## config.mk

```make
export PLATFORM = sky130hd
export DESIGN_NAME = ram_arbiter
export DESIGN_NICKNAME = d
export VERILOG_FILES = /design/src/rtl/ram_arb_pkg.sv /design/src/rtl/ram_arbiter_rr_grant2.sv /design/src/rtl/ram_arbiter.sv
export SDC_FILE = /design/constraint.sdc
export NUM_CORES = 1
export LEC_CHECK = 0
export ABC_AREA = 1
export CAP_MARGIN = 15
export CORE_UTILIZATION = 36
export DETAILED_ROUTE_END_ITERATION = 8
export GPL_ROUTABILITY_DRIVEN = 0
export GPL_TIMING_DRIVEN = 0
export PLACE_DENSITY = 0.87
export REMOVE_ABC_BUFFERS = 1
export SLEW_MARGIN = 20
export SYNTH_ARGS = -nofsm -noshare
export SYNTH_HDL_FRONTEND = slang
export SYNTH_SLANG_ARGS = --single-unit
```

## constraint.sdc

```tcl
create_clock -name clk -period 1.79 [get_ports clk]
set_input_delay 0.358 -clock clk [delete_from_list [all_inputs] [get_ports clk]]
set_output_delay 0.358 -clock clk [all_outputs]
set_load 0.02 [all_outputs]
```

## src/rtl/ram_arb_pkg.sv

```systemverilog
// ram_arb_pkg: shared state type, requester ids and default widths for ram_arbiter
package ram_arb_pkg;
    typedef enum logic [1:0] {ARB, LOCK_A, LOCK_B} state_t;
    localparam logic REQ_A = 1'b0;
    localparam logic REQ_B = 1'b1;
    localparam int DEF_AW = 5;
    localparam int DEF_DW = 32;
endpackage

```

## src/rtl/ram_arbiter_rr_grant2.sv

```systemverilog
// rr_grant2: two-way grant, round-robin by default, A-first when RAM_ARB_FIXED_PRIO_EN is defined
module rr_grant2
    import ram_arb_pkg::*;
(
    input  logic       clk,
    input  logic       rst,
    input  logic [1:0] i_req,
    input  logic       i_arb,
    output logic [1:0] o_gnt
);
`ifdef RAM_ARB_FIXED_PRIO_EN
    assign o_gnt = {i_req[REQ_B] & ~i_req[REQ_A], i_req[REQ_A]};
`else
    logic r_prio;
    logic w_pick_b;
    assign w_pick_b = i_req[REQ_B] & (~i_req[REQ_A] | r_prio);
    assign o_gnt    = {w_pick_b, i_req[REQ_A] & ~w_pick_b};
    // prio points at the side that lost; it only moves on grants made with no owner
    always_ff @(posedge clk) begin
        if (rst) r_prio <= REQ_A;
        else if (i_arb && |i_req) r_prio <= ~w_pick_b;
    end
`endif
endmodule

```

## src/rtl/ram_arbiter.sv

```systemverilog
// ram_arbiter: two requesters sharing one single-port sync RAM with burst lock
// Build with RAM_ARB_FIXED_PRIO_EN to make A always win arbitration.
module ram_arbiter
    import ram_arb_pkg::*;
#(
    parameter int AW       = DEF_AW,
    parameter int DW       = DEF_DW,
    parameter int LOCK_MAX = 8
) (
    input  logic          clk,
    input  logic          rst,
    input  logic          a_valid,
    input  logic          a_wen,
    input  logic          a_lock,
    input  logic [AW-1:0] a_addr,
    input  logic [DW-1:0] a_wdata,
    output logic          a_ready,
    output logic          a_rvalid,
    output logic [DW-1:0] a_rdata,
    input  logic          b_valid,
    input  logic          b_wen,
    input  logic          b_lock,
    input  logic [AW-1:0] b_addr,
    input  logic [DW-1:0] b_wdata,
    output logic          b_ready,
    output logic          b_rvalid,
    output logic [DW-1:0] b_rdata,
    output logic          ram_cen,
    output logic          ram_wen,
    output logic [AW-1:0] ram_addr,
    output logic [DW-1:0] ram_din,
    input  logic [DW-1:0] ram_dout
);
    localparam int CW = $clog2(LOCK_MAX + 1);
    state_t        r_state, w_next;
    logic [CW-1:0] r_cnt, w_cnt_next;
    logic [1:0]    w_req, w_gnt;
    logic          w_sel_b, w_lock;
    logic          r_rva, r_rvb;
    logic [DW-1:0] r_rda, r_rdb;
    // a locked owner masks the other side out before arbitration
    assign w_req = rst ? 2'b00 :
                   r_state == LOCK_A ? {1'b0, a_valid} :
                   r_state == LOCK_B ? {b_valid, 1'b0} : {b_valid, a_valid};
    rr_grant2 u_grant (
        .clk   (clk),
        .rst   (rst),
        .i_req (w_req),
        .i_arb (r_state == ARB),
        .o_gnt (w_gnt)
    );
    assign a_ready  = w_gnt[REQ_A];
    assign b_ready  = w_gnt[REQ_B];
    assign w_sel_b  = w_gnt[REQ_B];
    assign w_lock   = w_sel_b ? b_lock : a_lock;
    assign ram_cen  = |w_gnt;
    assign ram_wen  = ram_cen & (w_sel_b ? b_wen : a_wen);
    assign ram_addr = ram_cen ? (w_sel_b ? b_addr : a_addr) : '0;
    assign ram_din  = ram_cen ? (w_sel_b ? b_wdata : a_wdata) : '0;
    // r_cnt counts grants already given inside the current lock, including the entry grant
    always_comb begin
        w_next     = r_state;
        w_cnt_next = r_cnt;
        if (r_state == ARB) begin
            if (ram_cen && w_lock && LOCK_MAX > 1) begin
                w_next     = w_sel_b ? LOCK_B : LOCK_A;
                w_cnt_next = CW'(1);
            end
        end else if (ram_cen && w_lock && r_cnt != CW'(LOCK_MAX - 1)) begin
            w_cnt_next = r_cnt + CW'(1);
        end else begin
            w_next     = ARB;
            w_cnt_next = '0;
        end
    end
    always_ff @(posedge clk) begin
        if (rst) begin
            r_state <= ARB;
            r_cnt   <= '0;
            r_rva   <= 1'b0;
            r_rvb   <= 1'b0;
            r_rda   <= '0;
            r_rdb   <= '0;
        end else begin
            r_state <= w_next;
            r_cnt   <= w_cnt_next;
            r_rva   <= a_ready & ~a_wen;
            r_rvb   <= b_ready & ~b_wen;
            if (r_rva) r_rda <= ram_dout;
            if (r_rvb) r_rdb <= ram_dout;
        end
    end
    assign a_rvalid = r_rva;
    assign b_rvalid = r_rvb;
    assign a_rdata  = r_rva ? ram_dout : r_rda;
    assign b_rdata  = r_rvb ? ram_dout : r_rdb;
endmodule

```

# ---- Word level (Yosys, flattened, before mapping)
# Index checks and enable logic that the tools add are counted.
dict set report totals {
  regBits 73
  output_inout_bits 107
  inputBits 114
}
dict set report op_classes {
  bitwise_logic 10
  add_sub_neg 1
  eq_ne 5
  n_reduce_logical 7
  n_mux 18
}
# op count
set op_table {}
lappend op_table {{2-to-1 mux 32 bit} 4}
lappend op_table {{2-to-1 mux 2 bit} 6}
lappend op_table {{2-to-1 mux 4 bit} 3}
lappend op_table {{2-to-1 mux 5 bit} 2}
lappend op_table {{bitwise AND 1 bit} 5}
lappend op_table {{adder 4 x 1 -> 4 bit (second input constant)} 1}
lappend op_table {{!= test 4 x 3 -> 1 bit (second input constant)} 1}
lappend op_table {{NOT 1 bit} 4}
lappend op_table {{OR reduction 2 bit} 2}
lappend op_table {{logical AND 1 bit} 3}
lappend op_table {{2-to-1 mux 1 bit} 3}
lappend op_table {{equality test 2 x 1 -> 1 bit (second input constant)} 1}
lappend op_table {{equality test 2 bit (second input constant)} 1}
lappend op_table {{zero test 2 bit} 1}
lappend op_table {{!= test 2 x 1 -> 1 bit (second input constant)} 1}
lappend op_table {{!= test 2 bit (second input constant)} 1}
lappend op_table {{AND reduction 2 bit} 1}
lappend op_table {{bitwise OR 1 bit} 1}

# ---- Logic depth before layout (Yosys ltp)
dict set report logic_depth {
  word_depth 14
  mapped_depth 10
  depth_no_buf 8
}

# ---- By module
# Synthesis repeated with hierarchy kept, for this count alone.
dict set report unflattened {
  cells_unflattened 534
  area_unflattened_um2 3412.0
}
# module n_inst cells_each area_each_um2
set modules_own_cells {}
lappend modules_own_cells {ram_arbiter 1 524 3340.7}
lappend modules_own_cells {rr_grant2 1 10 71.3}

# ---- Least setup slack after synthesis
# Ideal clock, no wire load.
dict set report synth_path {
  path_kind {input -> output}
  start {input port rst}
  end {output port ram_din[22]}
  required_ps 1432
  path_slack_ps -12
  path_buffers 2
  cell_stages 8
  arrival_ps 1444
  cell_sequence {buf_6 -> nor2_2 -> nand3_1 -> nand2_2 -> inv_2 -> nor2_4 -> buf_2 -> a22o_1}
}
dict set report synth_between {
  elab_chain_cells 8
  word_cells_on_any_way 9
  cone_classes {3 x mux; 5 x bitwise; 1 x reduce/logical}
}
# element line
set synth_lines {}
lappend synth_lines {{start, declared} ram_arbiter.sv:11} ;# input logic rst,
lappend synth_lines {{2-to-1 mux 2 bit *} ram_arbiter.sv:42} ;# assign w_req = rst ? 2'b00 :
lappend synth_lines {{NOT 1 bit} ram_arbiter_rr_grant2.sv:16} ;# assign w_pick_b = i_req[REQ_B] & (~i_req[REQ_A] | r_prio);
lappend synth_lines {{bitwise OR 1 bit} ram_arbiter_rr_grant2.sv:16}
lappend synth_lines {{bitwise AND 1 bit} ram_arbiter_rr_grant2.sv:16}
lappend synth_lines {{NOT 1 bit} ram_arbiter_rr_grant2.sv:17} ;# assign o_gnt = {w_pick_b, i_req[REQ_A] & ~w_pick_b};
lappend synth_lines {{bitwise AND 1 bit *} ram_arbiter_rr_grant2.sv:17}
lappend synth_lines {{via a_ready} ram_arbiter.sv:17} ;# output logic a_ready,
lappend synth_lines {{OR reduction 2 bit *} ram_arbiter.sv:56} ;# assign ram_cen = |w_gnt;
lappend synth_lines {{2-to-1 mux 32 bit *} ram_arbiter.sv:59} ;# assign ram_din = ram_cen ? (w_sel_b ? b_wdata : a_wdata) : '0;
lappend synth_lines {{end, declared} ram_arbiter.sv:31} ;# output logic [DW-1:0] ram_din,
# The timed path passes the listed nets; every way through them passes the cells marked *.

# ---- Worst setup path in the final report
dict set report layout_path {
  start {register r_state[0]}
  end {output port ram_din[4]}
}
dict set report layout_between {
  elab_chain_cells 11
  word_cells_on_any_way 13
  cone_classes {2 x eq/ne; 5 x mux; 5 x bitwise; 1 x reduce/logical}
}
# element line
set layout_lines {}
lappend layout_lines {{start, declared} ram_arbiter.sv:35} ;# state_t r_state, w_next;
lappend layout_lines {{start signal, assigned} ram_arbiter.sv:85} ;# r_state <= w_next;
lappend layout_lines {{equality test 2 bit} ram_arbiter.sv:44} ;# r_state == LOCK_B ? {b_valid, 1'b0} : {b_valid, a_valid};
lappend layout_lines {{2-to-1 mux 1 bit} ram_arbiter.sv:44}
lappend layout_lines {{2-to-1 mux 2 bit *} ram_arbiter.sv:43} ;# r_state == LOCK_A ? {1'b0, a_valid} :
lappend layout_lines {{2-to-1 mux 2 bit *} ram_arbiter.sv:42}
lappend layout_lines {{NOT 1 bit} ram_arbiter_rr_grant2.sv:16}
lappend layout_lines {{bitwise OR 1 bit} ram_arbiter_rr_grant2.sv:16}
lappend layout_lines {{bitwise AND 1 bit} ram_arbiter_rr_grant2.sv:16}
lappend layout_lines {{NOT 1 bit} ram_arbiter_rr_grant2.sv:17}
lappend layout_lines {{bitwise AND 1 bit} ram_arbiter_rr_grant2.sv:17}
lappend layout_lines {{OR reduction 2 bit} ram_arbiter.sv:56}
lappend layout_lines {{2-to-1 mux 32 bit *} ram_arbiter.sv:59}
# Every way passes the cells marked *; elsewhere a longest branch is shown, timed or not.

==> flow_metrics.py <==
metrics = {
    "sta": {
        "max_freq_ghz": 0.483,
        "slew_viol_final": 0,
        "setup_ws_ns": -0.282,
        "clock-skew-final_ns": 0.00562,
        "rsz0062_at_grt": "true",
        "period_minus_slack_ns": 2.07,
        "tightest_slew_ns": 0.443,
        "tns_ns": -9.42,
        "slew_headroom_pct": 70.4,
        "setup_viol": 51,
        "fin_crit_sh_pct": 116,
        "hold_violations": 0,
    },
    "grt": {
        "grt_usage_pct": 28.3,
        "grt_max_degree": 72,
        "grt_pass1_wl_um": 20600,
        "grt_overflow": 0,
        "antenna_found_initial": 0,
        "grt_pass1_vias": 3993,
    },
    "min_path": {
        "hold_depth": 2,
        "hold_class": "primary input to flip-flop",
    },
    "logic_synthesis": {
        "syn-instance-count": 454,
        "avgSynthCellArea_sq_um": 7.22,
        "synth_seq_area_share_pct": 44.6,
        "synth-seq-cells": 73,
        "yosysWarnings": 0,
        "synth_cell_types": 23,
        "syn_area_sq_um": 3280,
    },
    "clocking": {
        "root_buffer": "clkbuf_8",
        "htreeDepth": 3,
        "cts_buffers": 9,
        "cts_sinks": 73,
        "cts_buffer_depth": 2,
        "worstSkewPairLatency_ns": 0.34,
        "cts-hold-fix-buffers": 0,
        "cts_tree": "built",
        "clk_pin_slew_ns": 0.08,
    },
    "placement": {
        "port_buffers": 220,
        "place_area_sq_um": 5460,
        "dp_cells": 752,
        "hpwl_um": 9270,
    },
    "floorplan": {
        "initial_utilization_pct": 37.4,
        "die_x_um": 97.4,
        "die_area_sq_um": 9480,
        "die_h_um": 97.4,
        "ios": 221,
        "core_sq_um": 8760,
        "fp-row-count": 34,
    },
    "finish": {
        "fin_nets": 815,
        "seqCellArea_sq_um": 1470,
        "drive_gt1_share_pct": 36.5,
        "synthToLayoutAreaGrowth_pct": 101,
        "multi_input_area_sq_um": 2020,
        "n_fill_cell": 607,
        "finish.instance_area_sq_um": 6580,
        "stdcell_count": 813,
        "final_util_pct": 75.1,
        "antenna_cells": 0,
    },
    "critical_path": {
        "r2r.worst_path.cells": 9,
        "arrival_ns": 1.71,
        "critPathKind": "flip-flop to output pin",
        "cp-end-kind": "output pin",
        "start_kind": "flip-flop",
        "worstPathMaxFanout": 6,
        "worstPathRequired_ns": 1.43,
    },
    "drt": {
        "vias_per_cell": 5.27,
        "wl_per_cell_um": 18.6,
        "drtIter0Drc": 171,
        "drt-total-wl_um": 15200,
        "route.detailed.drc": 0,
        "drt.antenna.violating_nets": 0,
        "vias": 4286,
        "dr.pass1.iters": 4,
    },
    "power_and_ir_drop": {
        "vdd_drop_max_v": 0.000505,
        "fin_total_pwr_uw": 4660,
        "power_density_nw_per_um2": 708,
        "p_leak_uw": 0.00308,
    },
    "outcome": {
        "status": "finished with violations",
        "violations": "negative setup slack",
    },
    "flow_run": {
        "cap_violations": 0,
    },
}
==> state kept, by name, indices dropped and copies added (netlist names) <==
signal / count
r_rda: 32
r_rdb: 32
r_cnt: 4
r_state: 2
a_rvalid: 1
b_rvalid: 1
u_grant.r_prio: 1
==> through the flow <==
stage / setup WS, ns / hold slack, ns
floorplan: -0.424 / 0.427
global placement: -3.36 / 0.456
detailed placement: -1.78 / 0.461
CTS: -0.281 / 0.368
global route: -0.356 / 0.384
finish: -0.282 / 0.385
==> cells by family (layout without fill, tap and decap cells) <==
logic type / Yosys count / in the layout / synth area share, %
AND/OR/NAND/NOR: 222 / 223 / 26.8
AO/OA/AOI/OAI: 111 / 111 / 21.3
flip-flops: 73 / 73 / 44.6
buffers and inverters: 45 / 295 / 6.34
XOR/XNOR: 2 / 2 / 0.535
adder cells (fa/ha/maj): 1 / 1 / 0.382
==> layout make-up <==
class	instances	area share [%]
Timing Repair Buffer	260	39.4
Sequential cell	73	22.4
Inverter	15	1.16
Clock inverter	5	1.56
Clock buffer	11	2.15
Tap cell	108	2.05
Multi-Input combinational cell	337	30.8
Timing Repair inverter	4	0.532
==> where the power goes <==
part	switching (uW)	total (uW)	internal, uW
Sequential	37.1	1710	1680
Combinational	684	1370	684
Clock	612	1570	963
==> timing repair <==
| action | in CTS | in global routing |
|---|---|---|
| endpoints found under the setup margin | 171 | 78 |
| setup buffers | 30 | 7 |
| pin swaps | 11 | 10 |
| gates cloned | 6 | 4 |
| resized for setup | 513 | 219 |
==> worst max-delay path, cell delays in order, from the launching register on <==
cell     delay (ns)
dfxtp_2        0.35
inv_2          0.07
nand2_4        0.08
nand3_4        0.09
nand2_8        0.11
inv_12         0.05
nor2_4         0.17
buf_6          0.14
a22o_1         0.15
buf_4          0.16
==> cells in the mapped netlist <==
cell type / instances / area, sq um
a21oi_1: 71 / 355
a22o_1: 37 / 324
a22oi_1: 1 / 7.51
a31oi_1: 1 / 6.26
buf_2: 4 / 20.0
buf_4: 1 / 7.51
buf_6: 4 / 45.0
clkbuf_1: 21 / 78.8
dfxtp_1: 73 / 1460
ha_1: 1 / 12.5
inv_1: 13 / 48.8
inv_2: 2 / 7.51
nand2_1: 198 / 743
nand2_2: 2 / 12.5
nand3_1: 8 / 40.0
nand4_1: 3 / 18.8
nor2_1: 5 / 18.8
nor2_2: 1 / 6.26
nor2_4: 2 / 22.5
nor3_1: 2 / 10.0
o21ai_0: 1 / 5.00
or2_1: 1 / 6.26
xor2_1: 2 / 17.5
==> metal layers <==
metal | vias to the layer above | wire (um) | global-route usage [%]
met1 | 2015 | 5610 | 30.6
met5 | - | 0 | 0
met4 | 0 | 683 | 15.6
met3 | 39 | 986 | 6.12
li1 | 2002 | - | -
met2 | 230 | 7870 | 50.9
==> worst paths after layout <==
check / slack [ns] / end / start
min: 0.38 / r_rda[24] / rst
min reg2reg: 0.47 / r_rdb[12] / r_rdb[12]
max reg2reg: 0.16 / r_cnt[0] / r_state[0]
max: -0.28 / ram_din[4] / r_state[0]
==> placed cells by master, fill, tap and decap left out, types with 7 or more instances in the layout <==
cell type        instances
buf_4                   25
a22o_1                  37
a21oi_1                 71
nand2_1                124
dfxtp_1                 69
nand3_1                  7
nand2_2                 39
nand2_4                 36
buf_2                   32
clkbuf_8                10
clkdlybuf4s50_1        110
buf_6                   77
inv_1                   10
Note: power is estimated with default switching activity, not from simulation.
